--- config.mk ---
export PLATFORM = sky130hd
export DESIGN_NAME = prog_loader
export DESIGN_NICKNAME = d
export VERILOG_FILES = /design/src/rtl/prog_loader.sv
export SDC_FILE = /design/constraint.sdc
export NUM_CORES = 1
export LEC_CHECK = 0
export CORE_ASPECT_RATIO = 1.75
export CORE_MARGIN = 1.5
export CORE_UTILIZATION = 45
export CTS_CLUSTER_SIZE = 8
export DETAILED_ROUTE_END_ITERATION = 6
export MAX_ROUTING_LAYER = met4
export SLEW_MARGIN = 20
export SYNTH_ARGS = -nofsm -noshare
export SYNTH_HDL_FRONTEND = slang
export SYNTH_SLANG_ARGS = --single-unit
--- constraint.sdc ---
create_clock -name clk -period 2.25 [get_ports clk]
set_input_delay 0.225 -clock clk [delete_from_list [all_inputs] [get_ports clk]]
set_output_delay 0.225 -clock clk [all_outputs]
set_load 0.01 [all_outputs]
--- src/rtl/prog_loader.sv ---
// prog_loader: UART (8N1) program loader.
// The first valid byte of a load is a length L. The next L valid bytes are
// written to consecutive program-memory addresses, starting at address 0.
// Ports:
//   clk         system clock (single domain)
//   rst         asynchronous active-low reset
//   rx          UART serial line; idles high; asynchronous to clk
//   mem_we      one-cycle write strobe per loaded byte
//   mem_addr    write address; holds its last value between strobes
//   mem_data    write data; holds its last value between strobes
//   busy        a load is in progress
//   load_done   last load completed; cleared by the next length byte
//   frame_err   sticky stop-bit error; cleared by the next valid length byte
//   timeout_err sticky inter-byte timeout; cleared by the next valid length byte
module prog_loader #(
    parameter int unsigned CLKS_PER_BIT = 10416,
    parameter int unsigned TIMEOUT_CLKS = 2_000_000
) (
    input  logic       clk,
    input  logic       rst,
    input  logic       rx,
    output logic       mem_we,
    output logic [7:0] mem_addr,
    output logic [7:0] mem_data,
    output logic       busy,
    output logic       load_done,
    output logic       frame_err,
    output logic       timeout_err
);

    localparam int unsigned CNT_W    = $clog2(CLKS_PER_BIT + 1);
    localparam int unsigned TMO_W    = $clog2(TIMEOUT_CLKS + 1);
    localparam int unsigned HALF_BIT = (CLKS_PER_BIT / 2 > 0) ? CLKS_PER_BIT / 2 : 1;

    typedef enum logic [1:0] {
        RX_IDLE  = 2'd0,
        RX_START = 2'd1,
        RX_DATA  = 2'd2,
        RX_STOP  = 2'd3
    } rx_state_e;

    typedef enum logic {
        L_IDLE = 1'b0,
        L_DATA = 1'b1
    } ld_state_e;

    // Synchronizer and falling-edge detector.
    logic sync1_q, sync2_q, rx_prev_q;
    logic rx_s;
    logic start_edge;

    always_ff @(posedge clk or negedge rst) begin
        if (!rst) begin
            sync1_q   <= 1'b1;
            sync2_q   <= 1'b1;
            rx_prev_q <= 1'b1;
        end else begin
            sync1_q   <= rx;
            sync2_q   <= sync1_q;
            rx_prev_q <= sync2_q;
        end
    end

    assign rx_s       = sync2_q;
    assign start_edge = rx_prev_q & ~rx_s;

    // Receiver state.
    rx_state_e        rx_state_q, rx_state_d;
    logic [CNT_W-1:0] cnt_q, cnt_d;
    logic [2:0]       bit_idx_q, bit_idx_d;
    logic [7:0]       shift_q, shift_d;
    logic             byte_valid;   // stop sampled high; byte is in shift_q
    logic             byte_ferr;    // stop sampled low

    always_ff @(posedge clk or negedge rst) begin
        if (!rst) begin
            rx_state_q <= RX_IDLE;
            cnt_q      <= '0;
            bit_idx_q  <= '0;
            shift_q    <= '0;
        end else begin
            rx_state_q <= rx_state_d;
            cnt_q      <= cnt_d;
            bit_idx_q  <= bit_idx_d;
            shift_q    <= shift_d;
        end
    end

    // Receiver next state: start-bit midpoint check, then one sample per bit.
    always_comb begin
        rx_state_d = rx_state_q;
        cnt_d      = cnt_q;
        bit_idx_d  = bit_idx_q;
        shift_d    = shift_q;
        byte_valid = 1'b0;
        byte_ferr  = 1'b0;
        case (rx_state_q)
            RX_IDLE: begin
                if (start_edge) begin
                    rx_state_d = RX_START;
                    cnt_d      = '0;
                    bit_idx_d  = '0;
                end
            end
            RX_START: begin
                if (cnt_q == CNT_W'(HALF_BIT - 1)) begin
                    cnt_d      = '0;
                    // A high line at the midpoint was a glitch, not a start bit.
                    rx_state_d = rx_s ? RX_IDLE : RX_DATA;
                end else begin
                    cnt_d = cnt_q + CNT_W'(1);
                end
            end
            RX_DATA: begin
                if (cnt_q == CNT_W'(CLKS_PER_BIT - 1)) begin
                    cnt_d   = '0;
                    shift_d = {rx_s, shift_q[7:1]};
                    if (bit_idx_q == 3'd7) begin
                        rx_state_d = RX_STOP;
                    end else begin
                        bit_idx_d = bit_idx_q + 3'd1;
                    end
                end else begin
                    cnt_d = cnt_q + CNT_W'(1);
                end
            end
            RX_STOP: begin
                if (cnt_q == CNT_W'(CLKS_PER_BIT - 1)) begin
                    cnt_d      = '0;
                    rx_state_d = RX_IDLE;
                    byte_valid = rx_s;
                    byte_ferr  = ~rx_s;
                end else begin
                    cnt_d = cnt_q + CNT_W'(1);
                end
            end
            default: rx_state_d = RX_IDLE;
        endcase
    end

    // Loader state.
    ld_state_e        l_state_q, l_state_d;
    logic [7:0]       addr_q, addr_d;
    logic [7:0]       remaining_q, remaining_d;
    logic [TMO_W-1:0] tmo_cnt_q, tmo_cnt_d;
    logic             mem_we_q, mem_we_d;
    logic [7:0]       mem_addr_q, mem_addr_d;
    logic [7:0]       mem_data_q, mem_data_d;
    logic             busy_q, busy_d;
    logic             load_done_q, load_done_d;
    logic             frame_err_q, frame_err_d;
    logic             timeout_err_q, timeout_err_d;

    always_ff @(posedge clk or negedge rst) begin
        if (!rst) begin
            l_state_q     <= L_IDLE;
            addr_q        <= '0;
            remaining_q   <= '0;
            tmo_cnt_q     <= '0;
            mem_we_q      <= 1'b0;
            mem_addr_q    <= '0;
            mem_data_q    <= '0;
            busy_q        <= 1'b0;
            load_done_q   <= 1'b0;
            frame_err_q   <= 1'b0;
            timeout_err_q <= 1'b0;
        end else begin
            l_state_q     <= l_state_d;
            addr_q        <= addr_d;
            remaining_q   <= remaining_d;
            tmo_cnt_q     <= tmo_cnt_d;
            mem_we_q      <= mem_we_d;
            mem_addr_q    <= mem_addr_d;
            mem_data_q    <= mem_data_d;
            busy_q        <= busy_d;
            load_done_q   <= load_done_d;
            frame_err_q   <= frame_err_d;
            timeout_err_q <= timeout_err_d;
        end
    end

    // Loader next state. busy follows the loader state one cycle late, so it
    // drops the cycle after the final write (which is the cycle load_done rises).
    always_comb begin
        l_state_d     = l_state_q;
        addr_d        = addr_q;
        remaining_d   = remaining_q;
        tmo_cnt_d     = '0;
        mem_we_d      = 1'b0;
        mem_addr_d    = mem_addr_q;
        mem_data_d    = mem_data_q;
        busy_d        = (l_state_q == L_DATA);
        load_done_d   = load_done_q;
        frame_err_d   = frame_err_q;
        timeout_err_d = timeout_err_q;
        if (byte_ferr) begin
            frame_err_d = 1'b1;
            busy_d      = 1'b0;
            l_state_d   = L_IDLE;
        end else begin
            case (l_state_q)
                L_IDLE: begin
                    if (byte_valid) begin
                        load_done_d   = 1'b0;
                        frame_err_d   = 1'b0;
                        timeout_err_d = 1'b0;
                        addr_d        = '0;
                        if (shift_q == 8'd0) begin
                            load_done_d = 1'b1;
                        end else begin
                            busy_d      = 1'b1;
                            remaining_d = shift_q;
                            l_state_d   = L_DATA;
                        end
                    end
                end
                L_DATA: begin
                    if (byte_valid) begin
                        mem_we_d    = 1'b1;
                        mem_addr_d  = addr_q;
                        mem_data_d  = shift_q;
                        addr_d      = addr_q + 8'd1;
                        remaining_d = remaining_q - 8'd1;
                        if (remaining_q == 8'd1) begin
                            load_done_d = 1'b1;
                            l_state_d   = L_IDLE;
                        end
                    end else if (rx_state_q == RX_IDLE && !start_edge) begin
                        // Idle time since the last stop sample.
                        if (tmo_cnt_q == TMO_W'(TIMEOUT_CLKS - 1)) begin
                            timeout_err_d = 1'b1;
                            busy_d        = 1'b0;
                            l_state_d     = L_IDLE;
                        end else begin
                            tmo_cnt_d = tmo_cnt_q + TMO_W'(1);
                        end
                    end
                end
                default: l_state_d = L_IDLE;
            endcase
        end
    end

    assign mem_we      = mem_we_q;
    assign mem_addr    = mem_addr_q;
    assign mem_data    = mem_data_q;
    assign busy        = busy_q;
    assign load_done   = load_done_q;
    assign frame_err   = frame_err_q;
    assign timeout_err = timeout_err_q;

endmodule

# Word-level counts from Yosys, hierarchy flattened
# Index checks and enable logic that the tools add are counted.
# op_classes
add_sub_neg	5
eq_ne	22
muxes	57
bitwise_logic	4
reduce_logical	16
# op_table
operator	n
$mux 21	5
$mux 14	3
$pmux 14 s3	1
$mux 8	5
$pmux 8 s2	2
$mux 1	26
$ne 2x2->1 const B	11
$add 21x1->21 const B	1
$eq 21x21->1 const B	1
$add 14x1->14 const B	1
$eq 14x13->1 const B	1
$eq 14x14->1 const B	1
$mux 2	6
$reduce_and 4->1	3
$reduce_and 5->1	2
$mux 3	3
$add 8x1->8 const B	1
$eq 8x1->1 const B	1
$logic_not 8->1	1
$pmux 1 s2	4
$pmux 2 s4	1
$sub 8x1->8 const B	1
$ne 2x1->1 const B	3
$pmux 3 s2	1
other kinds (13)	19
# totals
register_bits	89
in_bits	3
out_inout_bits	21
elab_cells	122

# Longest topological paths before layout
# Gate-level depths: netlist of run 1.
# logic_depth
ltp_word	8
depth_mapped	9

# Worst setup path after synthesis of run 1
# OpenSTA, ideal clock, no wires.
# synth_path
path_kind	register to register
start	register cnt_q[0]
end	register mem_addr_q[0] (netlist: mem_addr[0])
arrival_time_ns	1.845
t_required_ns	2.125
setup_slack_ns	0.280
stages_incl_launch_ff	9
path_cell_list	dfrtp_1 -> ha_1 -> and4_1 -> buf_4 -> and4_1 -> buf_6 -> nand3_4 -> buf_6 -> mux2_4
# synth_via
elab_chain_cells	5
# synth_lines
item	line_no	source
start, declared	69	logic [CNT_W-1:0] cnt_q, cnt_d;
start signal, assigned	83	cnt_q <= cnt_d;
$eq 14x14->1 *	128	if (cnt_q == CNT_W'(CLKS_PER_BIT - 1)) begin
$mux 1	128	
$mux 1	97	case (rx_state_q)
$not 1->1 (no line)	-	
$reduce_and 3->1 (no line) *	-	
end signal, assigned	173	mem_addr_q <= mem_addr_d;
end, declared	147	logic [7:0] mem_addr_q, mem_addr_d;
# Every way passes the cells marked *; elsewhere a longest branch is shown, timed or not.
# A chain may end at the register's enable or synchronous reset.

# Worst setup path after layout of run 1
# layout_path
start	register cnt_q[0]
end	register busy_q (netlist: busy)
# layout_via
elab_chain_cells	6
# layout_lines
item	line_no	source
$eq 14x14->1 *	128	
$mux 1	128	
$mux 1	97	
$mux 1 (on tied branches)	218, 203	
$pmux 1 s2	201	case (l_state_q)
$mux 1 *	196	if (byte_ferr) begin
net busy_d	149	logic busy_q, busy_d;
end signal, assigned	175	busy_q <= busy_d;
end, declared	149	
# Mark *: on every way through the listed nets, which the timed path passes. The rest lies on a longest branch.

==> flow_metrics.tcl, run 1 <==
set metrics [dict create \
    pre_cts_ws_ps 96.82 \
    synth.most_common_cell "dfrtp_1" \
    finalCriticalPeriod_ps 2080 \
    synth.top_cells.by_count "dfrtp_1, nor2_1, nand2_1" \
    ys_types 56 \
    coreArea_sq_um 9468 \
    synth-edff-count 0 \
    pwr-share-comb 0.100 \
    power_leakage_nw 2.275 \
    cp_slowest_cell "dfrtp_1" \
    synth_top_area_frac 0.4910 \
    grt_pass1_vias 3293 \
    synth_nets 427 \
    fin_crit_sh 0.9243 \
    cts_sinks 89 \
    relSlewSlack 0.6454 \
    maxCapViolCount 0 \
    power.density_nw_per_um2 676.7 \
    dr.pass1.iters 4 \
    critical_path_class "register to register" \
    ys_warn_count 0 \
    synthCells 417 \
    crit_chain "ha_1 -> and4_1 -> and4_1 -> buf_4 -> nand3_1 -> nor2_1 -> nor3_1" \
    grt_setup_unrepaired "false" \
    arrival_ps 2290 \
    wirelength_microns 9383 \
    vias 3232 \
    num_rows 47 \
    synth_seq_cells 89 \
    outcome "finished, final reports clean" \
    antenna_found_initial 0 \
    avgSynthCellArea_sq_um 10.51 \
    critPathTopFamily "simple AND/OR/NAND/NOR gates" \
    post-route-drc-count 0 \
    drive_gt1_frac 0.1612 \
    slew_viol_final 0 \
    cp_data_required_time_ps 2460 \
    ios 24 \
    cts_root_buffer "clkbuf_16" \
    clockPowerShare 0.412 \
    crit_buf_inv 1 \
    sw_frac_of_total 0.2518 \
    final_nets 465 \
    initial_core_util 0.4629 \
    p_sw_mw 0.8749 \
    fin_tns_setup_ps 0 \
    cp_max_fo 8 \
    cts_inserted_buffers 9 \
    timing.critical_path.mode_cell "and4_1" \
    clock_latency_ps 340 \
    fmax_ghz 0.4808 \
    grt_max_degree 41 \
    drtIter0Drc 154 \
    critPathMaxStageDelay_ps 410 \
    critPathLaunchType "register" \
    ys.flop_type "dfrtp_1" \
    holdCritPathClass "input port to register" \
    dieArea_sq_um 10360 \
    total_power_mw 3.475 \
    crit_path_end_kind "register" \
    worst_pin_slew_ps 527.1 \
    yosysSeqAreaShare 0.5090 \
    synth.largest_area_cell "dfrtp_1" \
    power_frac_seq 0.489 \
    synth-async-reset-ratio 1.000 \
    hold_violations 0 \
    synth.top_cells.by_area "dfrtp_1, mux2_2, nor2_1" \
    netlist_area_sq_um 4383 \
    tritoncts "built" \
    via_per_inst 5.563 \
    die_h_microns 133.6 \
    h-tree-depth 3 \
    portBuffers 23 \
    antenna_cells 0 \
    gp_congestion 0.8556 \
    fin_hold_ws_ps 284.5 \
    grt_pass1_wl_microns 16060 \
    finalSetupViolations 0 \
    grt_util_all_layers 0.2025 \
    clkTransAtPathRegs_ps 60 \
    area_growth_pct 17.16 \
    avgRoutedWirePerCell_microns 16.15 \
    gr-total-overflow 0 \
    intPower_mw 2.600 \
    ant_nets 0 \
    skew_ps 4.688 \
    layout_setup_ws_ps 170.3 \
    hpwlAfterDp_microns 6781 \
    clockBufferDepth 2 \
    die_x_microns 77.61 \
    vdd_drop_max_v 0.0004912 \
]
metrics by stage:
stage | cells | util | instance area, sq um
5_1_grt | 581 | 0.5424 | 5135
4_1_cts | 581 | 0.5414 | 5126
3_5_place_dp | 565 | 0.5105 | 4833
3_3_place_gp | 565 | 0.5105 | 4833
6_report | 581 | 0.5424 | 5135
2_1_floorplan | 417 | - | 4383
sequential cells by signal (all words and copies together), names as in the netlist, 3 cells and up, named ones only:
name and cells:
bit_idx_q 3, mem_data 8, shift_q 8, addr_q 8
tmo_cnt_q 21, mem_addr 8, cnt_q 14, remaining_q 8
cell families (layout without fill, tap and decap cells):
group,count (synthesis),count (layout),share of synthesized area
AND/OR/NAND/NOR,171,171,0.2098
multiplexers,25,25,0.06965
buffers and inverters,31,73,0.03311
flip-flops,89,89,0.5090
XOR/XNOR,23,23,0.04596
adder cells (fa/ha/maj),7,7,0.01998
AO/OA/AOI/OAI,71,71,0.1125
placed cells by master, fill, tap and decap left out, types with 11 or more instances in the layout:
master	synthesis	final
dfrtp_1	86	86
nor2_1	42	42
nand2_1	41	41
clkdlybuf4s50_1	0	22
nand3_1	21	21
buf_4	1	20
o21ai_0	18	18
mux2_2	16	16
inv_1	14	14
xnor2_1	14	14
nand4_1	13	13
a22o_1	14	13
a21oi_1	11	11
cell type report:
| cell class | count | area (sq um) |
|---|---|---|
| Fill cell | 850 | 4333 |
| Sequential cell | 89 | 2231 |
| Clock inverter | 2 | 12.51 |
| Tap cell | 122 | 152.6 |
| Multi-Input combinational cell | 297 | 2016 |
| Inverter | 14 | 52.55 |
| Clock buffer | 13 | 270.3 |
| Timing Repair Buffer | 44 | 400.4 |
per-layer routing:
metal,wire length (microns),part of all wire,up-vias,GRT usage
met3,190,0.020,20,0.03973
li1,-,-,1579,-
met4,259,0.028,0,0.09394
met2,5142,0.55,37,0.3556
met5,0,0,-,-
met1,3792,0.40,1596,0.2151
worst paths after layout:
kind                            cells past startpoint      from  slack [ps]           to
min in group asynchronous                           2       rst         390  mem_addr[4]
worst max-delay path                                7  cnt_q[0]         170         busy
max in group asynchronous                           3       rst        1080    rx_prev_q
worst min register to register                      0   sync1_q         360         rx_s
worst max register to register                      7  cnt_q[0]         170         busy
worst min-delay path                                1        rx         280      sync1_q
power groups by stage:
stage	sequential (mW)	combinational, mW	clock (mW)
floorplan	1.70	0.240	0
global placement	1.72	0.335	0
detailed placement	1.73	0.345	0
CTS	1.70	0.347	1.47
global route	1.70	0.393	1.54
finish	1.70	0.346	1.43
what timing repair did:
item / in CTS / in global routing
hold buffers: 1 / 0
setup endpoints to repair: 0 / 9
endpoints found under the hold margin: 37 / 0
buffers inserted: 0 / 0
gates resized for setup: 0 / 2
Note: power is estimated with default switching activity, not from simulation.
==> inputs of run 2 (changes only) <==
--- a/config.mk
+++ b/config.mk
@@ -7,7 +7,7 @@
 export LEC_CHECK = 0
 export CORE_ASPECT_RATIO = 1.75
 export CORE_MARGIN = 1.5
-export CORE_UTILIZATION = 45
+export CORE_UTILIZATION = 30
 export CTS_CLUSTER_SIZE = 8
 export DETAILED_ROUTE_END_ITERATION = 6
 export MAX_ROUTING_LAYER = met4
==> constraint.sdc (replaced) <==
create_clock -name clk -period 2.3 [get_ports clk]
set_input_delay 0.23 -clock clk [delete_from_list [all_inputs] [get_ports clk]]
set_output_delay 0.23 -clock clk [all_outputs]
set_load 0.01 [all_outputs]
==> run 2 against run 1 <==
Effect of this change: register-to-register slack worse by 20 ps; utilization is 18 points lower; clock-buffer cell count is 2 lower; hold slack better by 21 ps; sequential power is 2% lower; global-route usage is 6.5 points lower; largest power group is now the clock network.
==> flow_metrics.tcl, run 2 (synthesis results as in run 1) <==
set metrics [dict create \
    outcome "finished, final reports clean" \
    via_per_inst 5.114 \
    tritoncts "built" \
    top_regs "tmo_cnt_q x21, cnt_q x14" \
    vdd_drop_max_v 0.0003726 \
    worst_pin_slew_ps 556.4 \
    initial_core_util 0.3066 \
    timing.critical_path.mode_cell "and4_2" \
    power_leakage_nw 2.279 \
    fin_tns_setup_ps 0 \
    mostFrequentLayoutCell "dfrtp_1" \
    coreArea_sq_um 14300 \
    clkTransAtPathRegs_ps 60 \
    gp_congestion 0.9096 \
    critPathMaxStageDelay_ps 400 \
    arrival_ps 2380 \
    h-tree-depth 3 \
    num_rows 58 \
    dieArea_sq_um 15370 \
    vias 3242 \
    area_growth_pct 19.38 \
    fmax_ghz 0.4643 \
    relSlewSlack 0.6256 \
    holdCritPathClass "input port to register" \
    antenna_found_initial 0 \
    fin_crit_sh 0.9365 \
    ios 24 \
    antenna_cells 0 \
    fin_util 0.3660 \
    grt_pass1_wl_microns 16150 \
    finalCriticalPeriod_ps 2154 \
    largest_reg_flops 21 \
    critical_path_class "register to register" \
    die_h_microns 162.9 \
    slew_viol_final 0 \
    dr.pass1.iters 4 \
    hold_violations 0 \
    top_register "tmo_cnt_q" \
    clock_latency_ps 340 \
    gr-total-overflow 0 \
    layout_common_cells "dfrtp_1, nor2_1, nand2_1" \
    avgRoutedWirePerCell_microns 14.68 \
    wirelength_microns 9304 \
    maxCapViolCount 0 \
    critPathLaunchType "register" \
    power.density_nw_per_um2 700.6 \
    crit_path_end_kind "register" \
    grt_setup_unrepaired "false" \
    grt_util_all_layers 0.1377 \
    finalSetupViolations 0 \
    skew_ps 6.458 \
    drtIter0Drc 143 \
    die_x_microns 94.37 \
    drive_gt1_frac 0.1564 \
    cp_slowest_cell "dfrtp_1" \
    clockBufferDepth 2 \
    final_nets 459 \
    cp_max_fo 9 \
    total_power_mw 3.666 \
    grt_pass1_vias 3282 \
    cts_sinks 89 \
    cts_inserted_buffers 9 \
    ant_nets 0 \
    place_area_sq_um 4873 \
    design_area_sq_um 5233 \
    post-route-drc-count 0 \
    cts_root_buffer "clkbuf_16" \
    cp_data_required_time_ps 2520 \
    hpwlAfterDp_microns 6643 \
    crit_chain "ha_1 -> and4_2 -> and4_2 -> buf_4 -> nand3_2 -> mux2_2" \
    portBuffers 23 \
    grt_max_degree 90 \
]
-- run 2: cell types whose count changed in the layout (fill, tap and decap cells not counted) --
cell and change:
buf_4 -7, bufinv_16 +3, and4_1 -2, and4_2 +2, clkbuf_8 -2, buf_12 +1
nand3_2 +1, nand3_4 -1
-- run 2: layout make-up --
type / count / area (sq um)
inverters: 14 / 52.55
repair buffers: 38 / 367.9
clock inverters: 5 / 102.6
flip-flops and latches: 89 / 2231
well taps: 180 / 225.2
fillers: 1380 / 9064
clock buffers: 11 / 242.7
multi-input cells: 297 / 2011
-- run 2: critical path, delay by kind of cell, from the launching register on --
kind	cells	cell delay [ps]
adder cells (fa/ha/maj)	1	240
AND/OR/NAND/NOR	3	880
flip-flops	1	400
multiplexers	1	350
buffers and inverters	1	170
-- run 2: what timing repair did --
action / 4_1_cts / 5_1_grt
buffers inserted: 0 / 0
hold buffers: 1 / 0
endpoints found under the setup margin: 0 / 12
hold endpoints to repair: 86 / 0
resized for setup: 0 / 3
-- run 2: through the flow --
stage                     hold WS, ps  setup WS (ps)  instances
final                           305.1          146.1        634
after global routing            297.4          48.63        634
after CTS                       295.2          40.25        634
after detailed placement        314.6          65.03        617
after global placement          308.5          155.5        617
after floorplan                -65.59          329.7        417
-- run 2: power breakdown --
part	switching [mW]	leakage, nW	total [mW]	internal [mW]
clock network	0.591	0.166	1.68	1.09
registers	0.0550	1.23	1.66	1.61
logic	0.211	0.886	0.325	0.113
total	0.857	2.28	3.67	2.81
-- run 2: final timing paths --
path / start / end / slack (ps) / cells after the start
hold reg to reg: sync1_q / rx_s / 360 / 0
min in group asynchronous: rst / cnt_q[3] / 450 / 3
setup / recovery: cnt_q[0] / shift_q[1] / 150 / 6
max in group asynchronous: rst / mem_addr[5] / 1460 / 3
setup reg to reg: cnt_q[0] / shift_q[1] / 150 / 6
hold / removal: rx / sync1_q / 310 / 1
-- run 2: metal layers --
layer / wire [microns] / vias to the layer above / part of all wire / global-route usage
met5: 0 / - / 0 / -
met4: 229 / 0 / 0.025 / 0.06242
met3: 246 / 15 / 0.026 / 0.02381
met2: 5190 / 59 / 0.56 / 0.2462
met1: 3637 / 1597 / 0.39 / 0.1444
li1: - / 1571 / - / -
